==> config.mk <==
export PLATFORM = sky130hd
export DESIGN_NAME = pipe_ctrl
export DESIGN_NICKNAME = d
export VERILOG_FILES = /design/src/rtl/pipe_ctrl_pkg.sv /design/src/rtl/pipe_ctrl_perf_cnt.sv /design/src/rtl/pipe_ctrl.sv
export SDC_FILE = /design/constraint.sdc
export NUM_CORES = 1
export LEC_CHECK = 0
export BUFFER_PORTS_ARGS = -buffer_cell sky130_fd_sc_hd__buf_2
export CORE_MARGIN = 2
export CORE_UTILIZATION = 51
export CTS_CLUSTER_DIAMETER = 40
export DETAILED_ROUTE_END_ITERATION = 8
export GPL_TIMING_DRIVEN = 0
export PLACE_DENSITY = 0.83
export SLEW_MARGIN = 15
export SYNTH_ARGS = -nofsm -noshare
export SYNTH_HDL_FRONTEND = slang
export SYNTH_SLANG_ARGS = --single-unit
==> constraint.sdc <==
create_clock -name CLK -period 1.8 [get_ports CLK]
set_input_delay 0.18 -clock CLK [delete_from_list [all_inputs] [get_ports CLK]]
set_output_delay 0.18 -clock CLK [all_outputs]
set_load 0.05 [all_outputs]
==> src/rtl/pipe_ctrl_pkg.sv <==
// Shared state encoding and drain length for the pipe_ctrl sequencing controller.
package pipe_ctrl_pkg;

    typedef enum logic [2:0] {
        IDLE,
        RUN,
        MEM_WAIT,
        DRAIN,
        HALTED,
        ERROR
    } state_e;

    localparam int unsigned DRAIN_CYCLES = 3;
    localparam int unsigned DRAIN_W      = $clog2(DRAIN_CYCLES + 1);

endpackage

==> src/rtl/pipe_ctrl_perf_cnt.sv <==
// pipe_perf_cnt: W-bit saturating event counter, built only when PIPE_CTRL_PERF_EN is defined.
`ifdef PIPE_CTRL_PERF_EN
module pipe_perf_cnt #(
    parameter int unsigned W = 16
) (
    input  logic         clk_i,
    input  logic         rst_i,
    input  logic         inc_i,
    output logic [W-1:0] cnt_o
);

    logic [W-1:0] cnt_q;
    logic [W-1:0] cnt_d;

    always_comb begin
        cnt_d = cnt_q;
        if (inc_i && (cnt_q != '1)) begin
            cnt_d = cnt_q + 1'b1;
        end
    end

    always_ff @(posedge clk_i or posedge rst_i) begin
        if (rst_i) begin
            cnt_q <= '0;
        end else begin
            cnt_q <= cnt_d;
        end
    end

    assign cnt_o = cnt_q;

endmodule
`endif

==> src/rtl/pipe_ctrl.sv <==
// Five-stage pipeline sequencing controller: start-up, stalls, flushes, memory waits, halt drain.
// Optional stall/flush performance counters are built when PIPE_CTRL_PERF_EN is defined.
module pipe_ctrl
    import pipe_ctrl_pkg::*;
#(
    parameter int unsigned MAX_WAIT = 15
`ifdef PIPE_CTRL_PERF_EN
    ,
    parameter int unsigned CNT_W = 16
`endif
) (
    input  logic CLK,
    input  logic RST,
    input  logic Stall_Req,
    input  logic Branch_Taken,
    input  logic Halt_Req,
    input  logic DMEM_Access,
    input  logic DMEM_Ack,
    output logic DMEM_Req,
    output logic PC_En,
    output logic IF_ID_En,
    output logic ID_EX_En,
    output logic EX_MEM_En,
    output logic MEM_WB_En,
    output logic IF_ID_Flush,
    output logic ID_EX_Bubble,
    output logic Halted,
    output logic Err
`ifdef PIPE_CTRL_PERF_EN
    ,
    output logic [CNT_W-1:0] Stall_Cnt,
    output logic [CNT_W-1:0] Flush_Cnt
`endif
);

    localparam int unsigned WAIT_W = $clog2(MAX_WAIT + 1);

    state_e              state_q, state_d;
    state_e              ret_q, ret_d;
    logic [WAIT_W-1:0]   wait_q, wait_d;
    logic [DRAIN_W-1:0]  drain_q, drain_d;

    state_e              eff_state;
    logic                acked;
    logic                mem_stall;

    always_ff @(posedge CLK or posedge RST) begin
        if (RST) begin
            state_q <= IDLE;
            ret_q   <= RUN;
            wait_q  <= '0;
            drain_q <= '0;
        end else begin
            state_q <= state_d;
            ret_q   <= ret_d;
            wait_q  <= wait_d;
            drain_q <= drain_d;
        end
    end

    always_comb begin
        state_d      = state_q;
        ret_d        = ret_q;
        wait_d       = wait_q;
        drain_d      = drain_q;
        eff_state    = state_q;
        acked        = 1'b0;
        DMEM_Req     = 1'b0;
        PC_En        = 1'b0;
        IF_ID_En     = 1'b0;
        ID_EX_En     = 1'b0;
        EX_MEM_En    = 1'b0;
        MEM_WB_En    = 1'b0;
        IF_ID_Flush  = 1'b0;
        ID_EX_Bubble = 1'b0;

        // An ack in MEM_WAIT replays the suspended state's rules in the same cycle.
        if ((state_q == MEM_WAIT) && DMEM_Ack) begin
            eff_state = ret_q;
            acked     = 1'b1;
            state_d   = ret_q;
        end
        mem_stall = ((eff_state == RUN) || (eff_state == DRAIN)) && DMEM_Access && !DMEM_Ack;

        case (eff_state)
            IDLE: begin
                IF_ID_Flush  = 1'b1;
                ID_EX_Bubble = 1'b1;
                state_d      = RUN;
            end
            RUN: begin
                DMEM_Req = DMEM_Access || acked;
                if (mem_stall) begin
                    state_d = MEM_WAIT;
                    ret_d   = RUN;
                    wait_d  = '0;
                end else if (Halt_Req) begin
                    ID_EX_En  = 1'b1;
                    EX_MEM_En = 1'b1;
                    MEM_WB_En = 1'b1;
                    state_d   = DRAIN;
                    drain_d   = '0;
                end else if (Stall_Req) begin
                    ID_EX_En     = 1'b1;
                    EX_MEM_En    = 1'b1;
                    MEM_WB_En    = 1'b1;
                    ID_EX_Bubble = 1'b1;
                end else begin
                    PC_En       = 1'b1;
                    IF_ID_En    = 1'b1;
                    ID_EX_En    = 1'b1;
                    EX_MEM_En   = 1'b1;
                    MEM_WB_En   = 1'b1;
                    IF_ID_Flush = Branch_Taken;
                end
            end
            MEM_WAIT: begin
                // The originating RUN/DRAIN cycle counts as the first unacknowledged cycle.
                DMEM_Req = 1'b1;
                wait_d   = wait_q + 1'b1;
                if (32'(wait_q) + 32'd2 >= MAX_WAIT) begin
                    state_d = ERROR;
                end
            end
            DRAIN: begin
                DMEM_Req = DMEM_Access || acked;
                if (mem_stall) begin
                    state_d = MEM_WAIT;
                    ret_d   = DRAIN;
                    wait_d  = '0;
                end else begin
                    ID_EX_En     = 1'b1;
                    EX_MEM_En    = 1'b1;
                    MEM_WB_En    = 1'b1;
                    ID_EX_Bubble = 1'b1;
                    drain_d      = drain_q + 1'b1;
                    if (drain_q == DRAIN_W'(DRAIN_CYCLES - 1)) begin
                        state_d = HALTED;
                    end
                end
            end
            default: begin
            end
        endcase
    end

    assign Halted = (state_q == HALTED);
    assign Err    = (state_q == ERROR);

`ifdef PIPE_CTRL_PERF_EN
    logic stall_inc;
    logic flush_inc;

    assign stall_inc = ((state_q == RUN) || (state_q == MEM_WAIT) || (state_q == DRAIN)) && !PC_En;
    assign flush_inc = (state_q == RUN) && IF_ID_Flush;

    pipe_perf_cnt #(.W(CNT_W)) u_stall_cnt (
        .clk_i (CLK),
        .rst_i (RST),
        .inc_i (stall_inc),
        .cnt_o (Stall_Cnt)
    );

    pipe_perf_cnt #(.W(CNT_W)) u_flush_cnt (
        .clk_i (CLK),
        .rst_i (RST),
        .inc_i (flush_inc),
        .cnt_o (Flush_Cnt)
    );
`endif

endmodule

**Word level (Yosys, flattened, before mapping)**

Index checks and enable logic that the tools add are counted.

- Word-level logic and storage cells: 66
- Bits in registers: 12
- Output and inout bits: 10

- Mux-type cells: 32
- Add/sub/neg operators: 3
- $lt $le $gt $ge: 1
- Reduce and logical (&&, ||, !) cells: 13
- Equal/unequal tests: 13

Operator list:

| cell | count |
|---|---|
| two-way mux 3 bit | 8 |
| two-way mux 1 bit | 13 |
| case mux 3 bit (4 select lines) | 1 |
| != test 2 bit (second input constant) | 5 |
| == test 3 x 2 -> 1 bit (second input constant) | 3 |
| case mux 4 bit (2 select lines) | 1 |
| == test 3 bit (second input constant) | 2 |
| two-way mux 2 bit | 3 |
| case mux 3 bit (2 select lines) | 1 |
| adder 4 x 2 -> 5 bit (second input constant) | 1 |
| >= comparator 5 x 4 -> 1 bit (second input constant) | 1 |
| adder 4 x 1 -> 4 bit (second input constant) | 1 |
| two-way mux 4 bit | 1 |
| case mux 1 bit (2 select lines) | 2 |
| case mux 2 bit (2 select lines) | 1 |
| AND reduction 4 bit | 1 |
| nonzero test 2 bit | 2 |
| == test 3 x 1 -> 1 bit (second input constant) | 1 |
| logical AND 1 bit | 3 |
| zero test 3 bit | 1 |
| case mux 1 bit (3 select lines) | 1 |
| AND reduction 3 bit | 1 |
| adder 2 x 1 -> 2 bit (second input constant) | 1 |
| == test 2 bit (second input constant) | 1 |
| 5 further kinds | 6 |

**Longest topological paths before layout**

Gate-level depths: netlist of run 1.

- Depth after elaboration: 9
- Depth in mapped cells: 6
- Mapped depth without buffers: 6

**Least setup slack after synthesis of run 1**

No wires, ideal clock.

- Path type: register to output
- Start: reg state_q[0]
- End: out PC_En
- Arrival time: 3416 ps
- Slack: -1796 ps
- Required time: 1620 ps
- Cell stages (with the launch flop): 6
- Path buffers: 1
- Path through: dfrtp_1 > and2_1 > a211oi_1 > nand2_1 > nor2_1 > buf_4

- Word-level cells in the longest chain between the ends: 9
- Elaborated cells on any way between the ends: 10
- Classes of those cells: eq/ne (3); mux (3); reduce/logical (4)

Ends and longest elaborated chain:

| what | RTL line | text |
|---|---|---|
| from (decl) | pipe_ctrl.sv:38 | `state_e state_q, state_d;` |
| from (signal assigned) | pipe_ctrl.sv:54 | `state_q <= state_d;` |
| == test 3 x 2 -> 1 bit | pipe_ctrl.sv:78 | `if ((state_q == MEM_WAIT) && DMEM_Ack) begin` |
| logical AND 1 bit | pipe_ctrl.sv:78 |  |
| two-way mux 3 bit (*) | pipe_ctrl.sv:78 |  |
| == test 3 x 1 -> 1 bit / == test 3 x 2 -> 1 bit (equally long branches) | - |  |
| logical OR 1 bit | pipe_ctrl.sv:83 | `mem_stall = ((eff_state == RUN) \|\| (eff_state == DRAIN)) && DMEM_Access && !DMEM_Ack;` |
| logical AND 1 bit (2 in series) | pipe_ctrl.sv:83 |  |
| two-way mux 1 bit | - |  |
| two-way mux 1 bit (*) | - |  |
| to (decl) | pipe_ctrl.sv:20 | `output logic PC_En,` |

Every way passes the cells marked *; elsewhere a longest branch is shown, timed or not.

**Final worst setup path of run 1**

- Start: reg state_q[2]
- End: out PC_En

- Word-level cells in the longest chain between the ends: 9
- Elaborated cells on any way between the ends: 10
- Classes of those cells: eq/ne (3); mux (3); reduce/logical (4)

Ends and longest elaborated chain:

| what | RTL line | text |
|---|---|---|
| == test 3 x 2 -> 1 bit | pipe_ctrl.sv:78 |  |
| logical AND 1 bit | pipe_ctrl.sv:78 |  |
| two-way mux 3 bit (*) | pipe_ctrl.sv:78 |  |
| == test 3 x 1 -> 1 bit / == test 3 x 2 -> 1 bit (equally long branches) | pipe_ctrl.sv:83, pipe_ctrl.sv:85 |  |
| logical OR 1 bit | pipe_ctrl.sv:83 |  |
| logical AND 1 bit (2 in series) | pipe_ctrl.sv:83 |  |
| two-way mux 1 bit | pipe_ctrl.sv:93 | `if (mem_stall) begin` |
| two-way mux 1 bit (*) | pipe_ctrl.sv:85 | `case (eff_state)` |

Marked as above.

==> results of run 1 <==
-- metal layers --
| layer | track usage, % | wire length (um) | part of all wire [%] |
|---|---|---|---|
| met1 | 35.3 | 960 | 45 |
| met2 | 41.2 | 1040 | 49 |
| met3 | 6.47 | 102 | 4.8 |
| met4 | 9.38 | 29 | 1.4 |
| met5 | 0 | 0 | 0 |
-- worst max-delay path by stage --
stage	startpoint	endpoint	slack, ns	cells past startpoint
after floorplan	state_q[0]	PC_En	-0.30	5
after global placement	state_q[2]	PC_En	-0.21	6
after detailed placement	state_q[2]	ID_EX_Bubble	-0.25	6
after CTS	state_q[2]	PC_En	-0.19	6
after global routing	state_q[2]	PC_En	-0.33	6
final	state_q[2]	PC_En	-0.26	6
-- where the power goes --
group	leakage [nW]	total, mW	switching, mW	internal, mW
Combinational	0.351	0.917	0.537	0.381
Sequential	0.114	0.406	0.0934	0.312
Clock	0.0138	0.172	0.0938	0.0780
-- final cells by class --
class	count	share of cell area [%]
inverter	7	2.54
timing repair buffer	25	17.7
buffer	6	3.87
clock buffer	3	2.18
multi-input combinational	69	47.6
tap	15	1.82
sequential	10	24.3
-- synth_stat cells, types with 2 or more instances --
library cell	number	area, sq um
nand2b_1	3	18.8
inv_1	7	26.3
clkbuf_1	3	11.3
buf_4	3	22.5
dfrtp_1	10	250
a22o_1	2	17.5
nor3_1	2	10.0
nand3_1	4	20.0
nor2b_1	3	18.8
and2_1	3	18.8
nor2_1	7	26.3
o21ai_0	8	40.0
ha_1	5	62.6
nand2_1	11	41.3
a21oi_1	5	25.0
-- worst register-to-register path: stages (launching register included) --
cell     delay, ns
dfrtp_1       0.42
buf_1         0.25
nor4b_1       0.50
o21ai_0       0.28
a32oi_1       0.26
-- sequential cells by signal (all words and copies together), names as in the netlist --
register and flops:
drain_q 2, ret_q 1, state_q 3, wait_q 4
-- timing repair --
action                                 4_1_cts  5_1_grt
setup buffers                                6        2
pin swaps                                    7        0
gates resized for setup                     18        5
endpoints found under the hold margin       10        0
setup endpoints to repair                    7       12
hold buffers                                 1        0
-- placed cells by master, fill, tap and decap left out, drive strengths merged, types with 2 or more instances in the layout --
cell and n:
and2 3, inv 7, nand2b 3, a22o 2, clkbuf 5, nor3 2, nor2b 3, nor2 7
o21ai 8, a21oi 5, buf 28, nand2 11, ha 5, nand3 4, dfrtp 10
-- cell families after synthesis --
group	Yosys count	synth area share (%)
adders and majority gates	5	8.29
xor gates and xnor gates	1	1.16
DFF	10	33.2
AOI/OAI and AO/OA	22	18.4
and+or+nand+nor	39	26.7
buffers and inverters	14	9.45
muxes	2	2.82
==> reports/metrics.cfg, run 1 <==
[outcome]
status=complete, but fails checks
violations=setup timing

[pwr]
p_leak_nw=0.479
power_per_cell_area_mw_per_mm2=1450
ir_worst_vdd_mv=0.749
p_total_mw=1.49

[global_routing]
grt_pass1_vias=728
grt_max_degree=11
antenna_found_initial=0
gr-usage-all-layers_pct=26.4
grt_pass1_wl_um=3520
gr-total-overflow=0

[floorplanning]
die_h_um=42.5
fp.dieW_um=42.5
ios=17
start_util_pct=56.6
core_sq_mm=0.00133
die_area_sq_mm=0.00180
rows=13

[worst_setup_path]
cpPeakStageDelay_ns=0.58
worst_path_max_delay_cell=or4b_4
rr_startpoint=state_q[0]
worstSetupStartpointType=register
worstPathArrival_ns=1.88
crit_fanout=2
worstReg2RegEnd=state_q[0]
cp_data_required_time_ns=1.62
cp_top_family=simple AND/OR/NAND/NOR gates
criticalPathCategory=register to primary output
crit_path_end_kind=primary output
cp_cell_sequence=or4b_4 -> a21oi_4 -> nand2_2 -> nor2_4 -> buf_6 -> buf_8
rrSetupSlack_ns=0.01
critPathBufInv=2
r2r_cells=4

[finish]
seqCellArea_sq_um=251
nets=134
final_util_pct=77.5
areaGrowthSynthToFinish_pct=37.0
multiInputGateArea_sq_um=492
post_route_cells_drive_above_1_share_pct=37.5
diodes=0
postLayoutCellArea_sq_mm=0.00103
fin_cells=135
fill_cells=75

[clock_network]
clk_latency_ns=0.29
htreeDepth=1
clk_pin_slew_ns=0.07
cts_buffers=3
clock-sinks=10
clockBufferDepth=2
cts_tree=built
cts_root_buffer=clkbuf_4

[timing]
hold_violations=0
worst_pin_slew_ns=0.458
drv_slew=0
clock.fmax_ghz=0.485
setup_tns_ns=-1.26
fin_ws_ns=-0.263
min_period_ns=2.06
relSlewSlack_pct=69.1
finalClockSkew_ns=0.00192
whs_ns=0.221
grt_setup_unrepaired=yes
setup_viol=7
period_share_pct=115

[place]
io_buffers=16
numPlacedInstances=124
place_area_sq_um=895
place_congestion=0.928
place_ws_ns=-0.252
hpwl_um=1330

[drt]
routed_wl_um=2140
post-route-drc-count=0
antenna_left=0
routed_via_density=5.81
routedWlPerCell_um=15.8
num_vias=784
drt_pass1_iterations=4
drt-initial-drc-count=34

[synthesis]
yosysWarnings=0
synthFlopType=dfrtp_1
syn_avg_cell_area_sq_um=8.11
syn-cell-area_sq_um=754
synth_cell_type_count=32
ys_async_sr_fraction_pct=100
synthesis.nets=105
synth-edff-count=0
yosysSeqAreaShare_pct=33.2
synth_cells=93
ys_ff_latch=10

[hold_path]
hold_class=input pin to register
hold_path_end=state_q[1]
min_from=Halt_Req
hold_depth=2

[flow_run]
maxCapViolCount=0

No activity file was read; power rests on OpenSTA's default activity.
==> inputs of run 2 (changes only) <==
--- a/config.mk
+++ b/config.mk
@@ -6,11 +6,11 @@
 export NUM_CORES = 1
 export LEC_CHECK = 0
 export BUFFER_PORTS_ARGS = -buffer_cell sky130_fd_sc_hd__buf_2
+export CAP_MARGIN = 15
 export CORE_MARGIN = 2
 export CORE_UTILIZATION = 51
 export CTS_CLUSTER_DIAMETER = 40
 export DETAILED_ROUTE_END_ITERATION = 8
-export GPL_TIMING_DRIVEN = 0
 export PLACE_DENSITY = 0.83
 export SLEW_MARGIN = 15
 export SYNTH_ARGS = -nofsm -noshare
==> reports/metrics.cfg, run 2 (same netlist as run 1, synthesis figures left out) <==
[outcome]
status=complete, but fails checks
violations=setup timing

[global_routing]
gr-usage-all-layers_pct=24.9  ; -1.5 points
grt_pass1_wl_um=3420  ; -2.8%
grt_pass1_vias=747  ; +2.6%
antenna_found_initial=0  ; unchanged
grt_max_degree=16  ; +5
gr-total-overflow=0  ; unchanged

[timing]
setup_tns_ns=-0.823  ; +0.434 ns
hold_violations=0  ; unchanged
clock.fmax_ghz=0.507  ; +4.6%
worst_pin_slew_ns=0.413  ; -0.0452 ns
period_share_pct=110  ; -5.0 points
relSlewSlack_pct=72.5  ; +3.4 points
setup_viol=7  ; unchanged
whs_ns=0.194  ; -0.0274 ns
min_period_ns=1.97  ; -0.0907 ns
drv_slew=0  ; unchanged
grt_setup_unrepaired=yes
finalClockSkew_ns=0.00243  ; +0.000512 ns
fin_ws_ns=-0.172  ; +0.0907 ns

[drt]
drt-initial-drc-count=28  ; -18%
drt_pass1_iterations=4  ; unchanged
antenna_left=0  ; unchanged
routed_via_density=5.66  ; -2.6%
post-route-drc-count=0  ; unchanged
routed_wl_um=1940  ; -9.1%
routedWlPerCell_um=14.7  ; -7.0%
num_vias=747  ; -4.7%

[clock_network]
clk_latency_ns=0.27  ; -0.02 ns
clockBufferDepth=2  ; unchanged
cts_tree=built
htreeDepth=1  ; unchanged
clk_pin_slew_ns=0.07  ; about the same
cts_root_buffer=clkbuf_4
cts_buffers=3  ; unchanged
clock-sinks=10  ; unchanged

[worst_setup_path]
worstSetupStartpointType=register
r2r_cells=5  ; +1
crit_fanout=2  ; unchanged
crit_path_end_kind=primary output
cp_data_required_time_ns=1.62  ; about the same
criticalPathCategory=register to primary output
worstPathArrival_ns=1.79  ; -0.09 ns

[finish]
diodes=0  ; unchanged
biggestRegsByFlops=wait_q: 4 flops, state_q: 3 flops, drain_q: 2 flops
final_common_cell=buf_4
layout_common_cells=12 x buf_4, 10 x nand2_1, 10 x dfrtp_1
largest_register_ffs=4  ; unchanged
areaGrowthSynthToFinish_pct=37.6
post_route_cells_drive_above_1_share_pct=36.8  ; -0.75 points
nets=130  ; -3.0%
largest_register=wait_q

[pwr]
p_leak_nw=0.474  ; -1.1%
power_per_cell_area_mw_per_mm2=1440  ; -0.32%
ir_worst_vdd_mv=1.05  ; +40%

[hold_path]
hold_class=input pin to register
hold_depth=2  ; unchanged

[place]
place_congestion=0.898  ; -3.2%
place_ws_ns=-0.0648  ; +0.187 ns
io_buffers=16  ; unchanged
hpwl_um=1380  ; +3.9%

[floorplanning]
die_area_sq_mm=0.00180  ; unchanged
die_h_um=42.5  ; unchanged
ios=17  ; unchanged
core_sq_mm=0.00133  ; unchanged
rows=13  ; unchanged
fp.dieW_um=42.5  ; unchanged
start_util_pct=56.6  ; unchanged

[flow_run]
maxCapViolCount=0  ; unchanged

-- run 2: path summary, 6_finish.rpt --
check,start,endpoint,slack [ns]
max,ret_q[1],IF_ID_Flush,-0.17
min,Halt_Req,state_q[1],0.19
max reg2reg,ret_q[1],state_q[0],0.06
min reg2reg,wait_q[3],wait_q[3],0.52
max in group asynchronous,RST,wait_q[3],1.08
min in group asynchronous,RST,drain_q[1],0.43
-- run 2: layer usage --
metal  global-route usage [%]  share of wire, %  wire (um)
met1                     30.5                45        872
met2                     44.3                52       1010
met3                     5.17               2.4         46
met4                     5.63              0.77         15
met5                        0                 0          0
-- run 2: power by group --
group	switching (mW)	internal, mW
Clock	0.0904	0.123
Sequential	0.0794	0.310
Combinational	0.533	0.361
Total	0.703	0.794
-- run 2: cell type report --
| class | instances | area [sq um] |
|---|---|---|
| timing repair buffer | 27 | 209 |
| tap | 15 | 18.8 |
| multi-input combinational | 69 | 498 |
| inverter | 7 | 26.3 |
| clock buffer | 4 | 36.3 |
| sequential | 10 | 250 |
| fill | 84 | 295 |
-- run 2: critical path, stage by stage (launching register included) --
cell	delay (ns)
dfrtp_1	0.39
or4b_4	0.57
a21oi_4	0.16
nand2_2	0.09
o32ai_2	0.12
buf_6	0.19
-- run 2: what timing repair did --
action                                 in CTS  in global routing
endpoints found under the hold margin      10                  0
resized for setup                          18                  3
pin swaps                                   3                  2
buffers inserted                            1                  0
hold buffers                                1                  0
setup endpoints to repair                   7                  8
-- run 2: stage by stage --
stage | utilization [%] | std cells | area (sq um) | power (mW)
2_1_floorplan | - | 93 | 796 | 1.01
3_3_place_gp | 68.5 | 126 | 913 | 1.17
3_5_place_dp | 68.5 | 126 | 913 | 1.20
4_1_cts | 76.8 | 132 | 1020 | 1.49
5_1_grt | 77.9 | 132 | 1040 | 1.60
6_report | 77.9 | 132 | 1040 | 1.50
==> inputs of run 3 (changes only) <==
--- a/config.mk
+++ b/config.mk
@@ -5,13 +5,14 @@
 export SDC_FILE = /design/constraint.sdc
 export NUM_CORES = 1
 export LEC_CHECK = 0
+export ABC_AREA = 1
 export BUFFER_PORTS_ARGS = -buffer_cell sky130_fd_sc_hd__buf_2
 export CAP_MARGIN = 15
 export CORE_MARGIN = 2
-export CORE_UTILIZATION = 51
+export CORE_UTILIZATION = 52
 export CTS_CLUSTER_DIAMETER = 40
 export DETAILED_ROUTE_END_ITERATION = 8
-export PLACE_DENSITY = 0.83
+export PLACE_DENSITY = 0.84
 export SLEW_MARGIN = 15
 export SYNTH_ARGS = -nofsm -noshare
 export SYNTH_HDL_FRONTEND = slang
==> reports/metrics.cfg, run 3 <==
[finish]
largest_register_ffs=4  ; unchanged
nets=143  ; +10%
fin_cells=145  ; +9.8%
post_route_cells_drive_above_1_share_pct=35.4  ; -1.4 points
fill_cells=96  ; +14%
final_common_cell=nand2_1
postLayoutCellArea_sq_um=985  ; -5.2%
diodes=0  ; unchanged
biggestRegsByFlops=wait_q: 4 flops, state_q: 3 flops, drain_q: 2 flops
areaGrowthSynthToFinish_pct=28.2
layout_common_cells=30 x nand2_1, 14 x inv_1, 14 x buf_2
largest_register=wait_q

[drt]
routedWlPerCell_um=10.9  ; -26%
routed_via_density=5.01  ; -12%
routed_wl_um=1580  ; -19%
drt_pass1_iterations=6  ; +2
post-route-drc-count=0  ; unchanged
num_vias=726  ; -2.8%
antenna_left=0  ; unchanged
drt-initial-drc-count=12  ; -57%

[timing]
clock.fmax_ghz=0.557  ; +9.8%
worst_pin_slew_ns=0.357  ; -0.0559 ns
whs_ns=0.296  ; +0.102 ns
setup_viol=0  ; -7
drv_slew=0  ; unchanged
hold_violations=0  ; unchanged
grt_setup_unrepaired=yes
min_period_ns=1.80  ; -0.176 ns
period_share_pct=99.8  ; -9.8 points
finalClockSkew_ns=0.00682  ; +0.00439 ns
fin_ws_ns=0.00421  ; +0.176 ns
relSlewSlack_pct=76.2  ; +3.7 points

[worst_setup_path]
crit_path_end_kind=primary output
crit_start=state_q[2]
crit_fanout=5  ; +3
rr_startpoint=state_q[2]
rrSetupSlack_ns=0.35  ; +0.29 ns
cp_data_required_time_ns=1.62  ; about the same
worstReg2RegEnd=drain_q[1]
r2r_cells=9  ; +4
crit_end=IF_ID_Flush
criticalPathCategory=register to primary output
worstSetupStartpointType=register
worstPathArrival_ns=1.62  ; -0.17 ns

[floorplanning]
core_sq_mm=0.00133  ; unchanged
die_area_sq_mm=0.00180  ; -0.12%
ios=17  ; unchanged
die_h_um=42.4  ; about the same
fp.dieW_um=42.4  ; about the same
rows=13  ; unchanged
start_util_pct=57.6  ; +1.0 points

[place]
place_area_sq_um=870  ; -4.8%
place_ws_ns=0.0887  ; +0.154 ns
hpwl_um=1230  ; -11%
place_congestion=0.839  ; -6.7%
numPlacedInstances=134  ; +6.3%
io_buffers=16  ; unchanged

[flow_run]
maxCapViolCount=0  ; unchanged

[clock_network]
clk_pin_slew_ns=0.07  ; about the same
cts_buffers=3  ; unchanged
cts_tree=built
clk_latency_ns=0.28  ; about the same
clock-sinks=10  ; unchanged
clockBufferDepth=2  ; unchanged
htreeDepth=1  ; unchanged
cts_root_buffer=clkbuf_4

[hold_path]
hold_class=input pin to register

[synthesis]
synth.area.top_cells=dfrtp_1 33%, nand2_1 16%, ha_1 8.1%, inv_1 7.3%, nand3_1 5.2%
synth_cell_type_count=21  ; -34%
post-synth-top-area-cell=dfrtp_1
synth_cells=105  ; +13%
ys_ff_latch=10  ; unchanged
yosysMostFrequentCell=nand2_1
synth_commonest_cells=33 x nand2_1, 15 x inv_1, 10 x dfrtp_1
syn_avg_cell_area_sq_um=7.32  ; -9.8%
synthesis.nets=117  ; +11%
synthFlopType=dfrtp_1
yosysSeqAreaShare_pct=32.6  ; -0.59 points
syn-cell-area_sq_um=768  ; +1.8%
synth-edff-count=0  ; unchanged
yosysWarnings=0  ; unchanged
synth_top_area_share_pct=32.6  ; -0.59 points
ys_async_sr_fraction_pct=100  ; unchanged

[pwr]
ir_worst_vdd_mv=0.939  ; -10%
power_per_cell_area_mw_per_mm2=2040  ; +42%
p_leak_nw=0.569  ; +20%
p_total_mw=2.01  ; +34%

[global_routing]
gr-usage-all-layers_pct=20.3  ; -4.6 points
antenna_found_initial=0  ; unchanged
grt_max_degree=11  ; -5
gr-total-overflow=0  ; unchanged
grt_pass1_vias=698  ; -6.6%
grt_pass1_wl_um=2770  ; -19%

[outcome]
status=finished clean

[run 3: cell types whose count changed after synthesis, sizes merged, moves of 2 or more]
cell | previous run | this run
clkbuf | 3 | 0
and2 | 3 | 0
nand2 | 11 | 36
nor2 | 7 | 12
inv | 7 | 16
nand2b | 3 | 0
o21ai | 8 | 4
nor3 | 2 | 0
a22o | 2 | 0
nor2b | 3 | 0
xor2 | 0 | 2
nand3 | 4 | 10
[run 3: layer usage]
metal	vias to the layer above	track usage, %	part of all wire [%]
li1	373	-	-
met3	3	7.33	5.2
met4	0	6.88	1.1
met2	16	33.8	52
met5	-	0	0
met1	334	24.0	42
[run 3: how the worst min path moves through the flow]
stage                  to         from  slack, ns  cells past startpoint
2_1_floorplan  drain_q[0]          RST       0.02                      1
3_3_place_gp   drain_q[0]          RST       0.16                      2
3_5_place_dp   drain_q[1]          RST       0.16                      2
4_1_cts         wait_q[1]     DMEM_Ack       0.28                      4
5_1_grt          ret_q[1]  DMEM_Access       0.32                      3
6_report        wait_q[1]     DMEM_Ack       0.30                      4
[run 3: metrics by stage]
| stage | util, % | setup TNS (ns) |
|---|---|---|
| floorplan | - | -0.417 |
| global placement | 65.2 | 0 |
| detailed placement | 65.2 | 0 |
| CTS | 72.3 | 0 |
| global route | 73.8 | -0.357 |
| finish | 73.8 | 0 |
[run 3: final cells by class]
type                    count  area [sq um]  area share [%]
clock buffers               4          36.3            3.68
inverters                  16          60.1            6.10
multi-input cells          76           462            46.9
flip-flops and latches     10           253            25.7
well taps                  15          18.8            1.91
repair buffers             24           155            15.8
[run 3: kinds of logic (layout without fill, tap and decap cells)]
kind of cell,count (synthesis),count (layout),share of synthesized area (%)
simple gates,59,59,37.8
buf+inv,19,44,10.7
compound gates,10,10,8.47
flops,10,10,32.6
fa+ha+maj,5,5,8.14
xor+xnor,2,2,2.28
[run 3: what timing repair did]
| action | in CTS | in global routing |
|---|---|---|
| setup endpoints to repair | 4 | 4 |
| setup buffers | 5 | 1 |
| gates cloned | 0 | 0 |
| pin swaps | 3 | 1 |
| endpoints found under the hold margin | 10 | 0 |
| hold buffers | 1 | 0 |
| resized for setup | 6 | 4 |
[run 3: worst max-delay path, stage by stage, from the launching register on]
cell and delay, ns:
dfrtp_2 0.46, nor2_2 0.19, inv_1 0.11, nor2_4 0.14, a21oi_4 0.06, nand2_2 0.08, nor2_4 0.04, nand2_2 0.07
nand2_4 0.05, buf_8 0.15
[run 3: power breakdown]
group | switching (mW) | internal, mW
combinational | 0.919 | 0.447
clock | 0.0800 | 0.123
sequential | 0.113 | 0.329
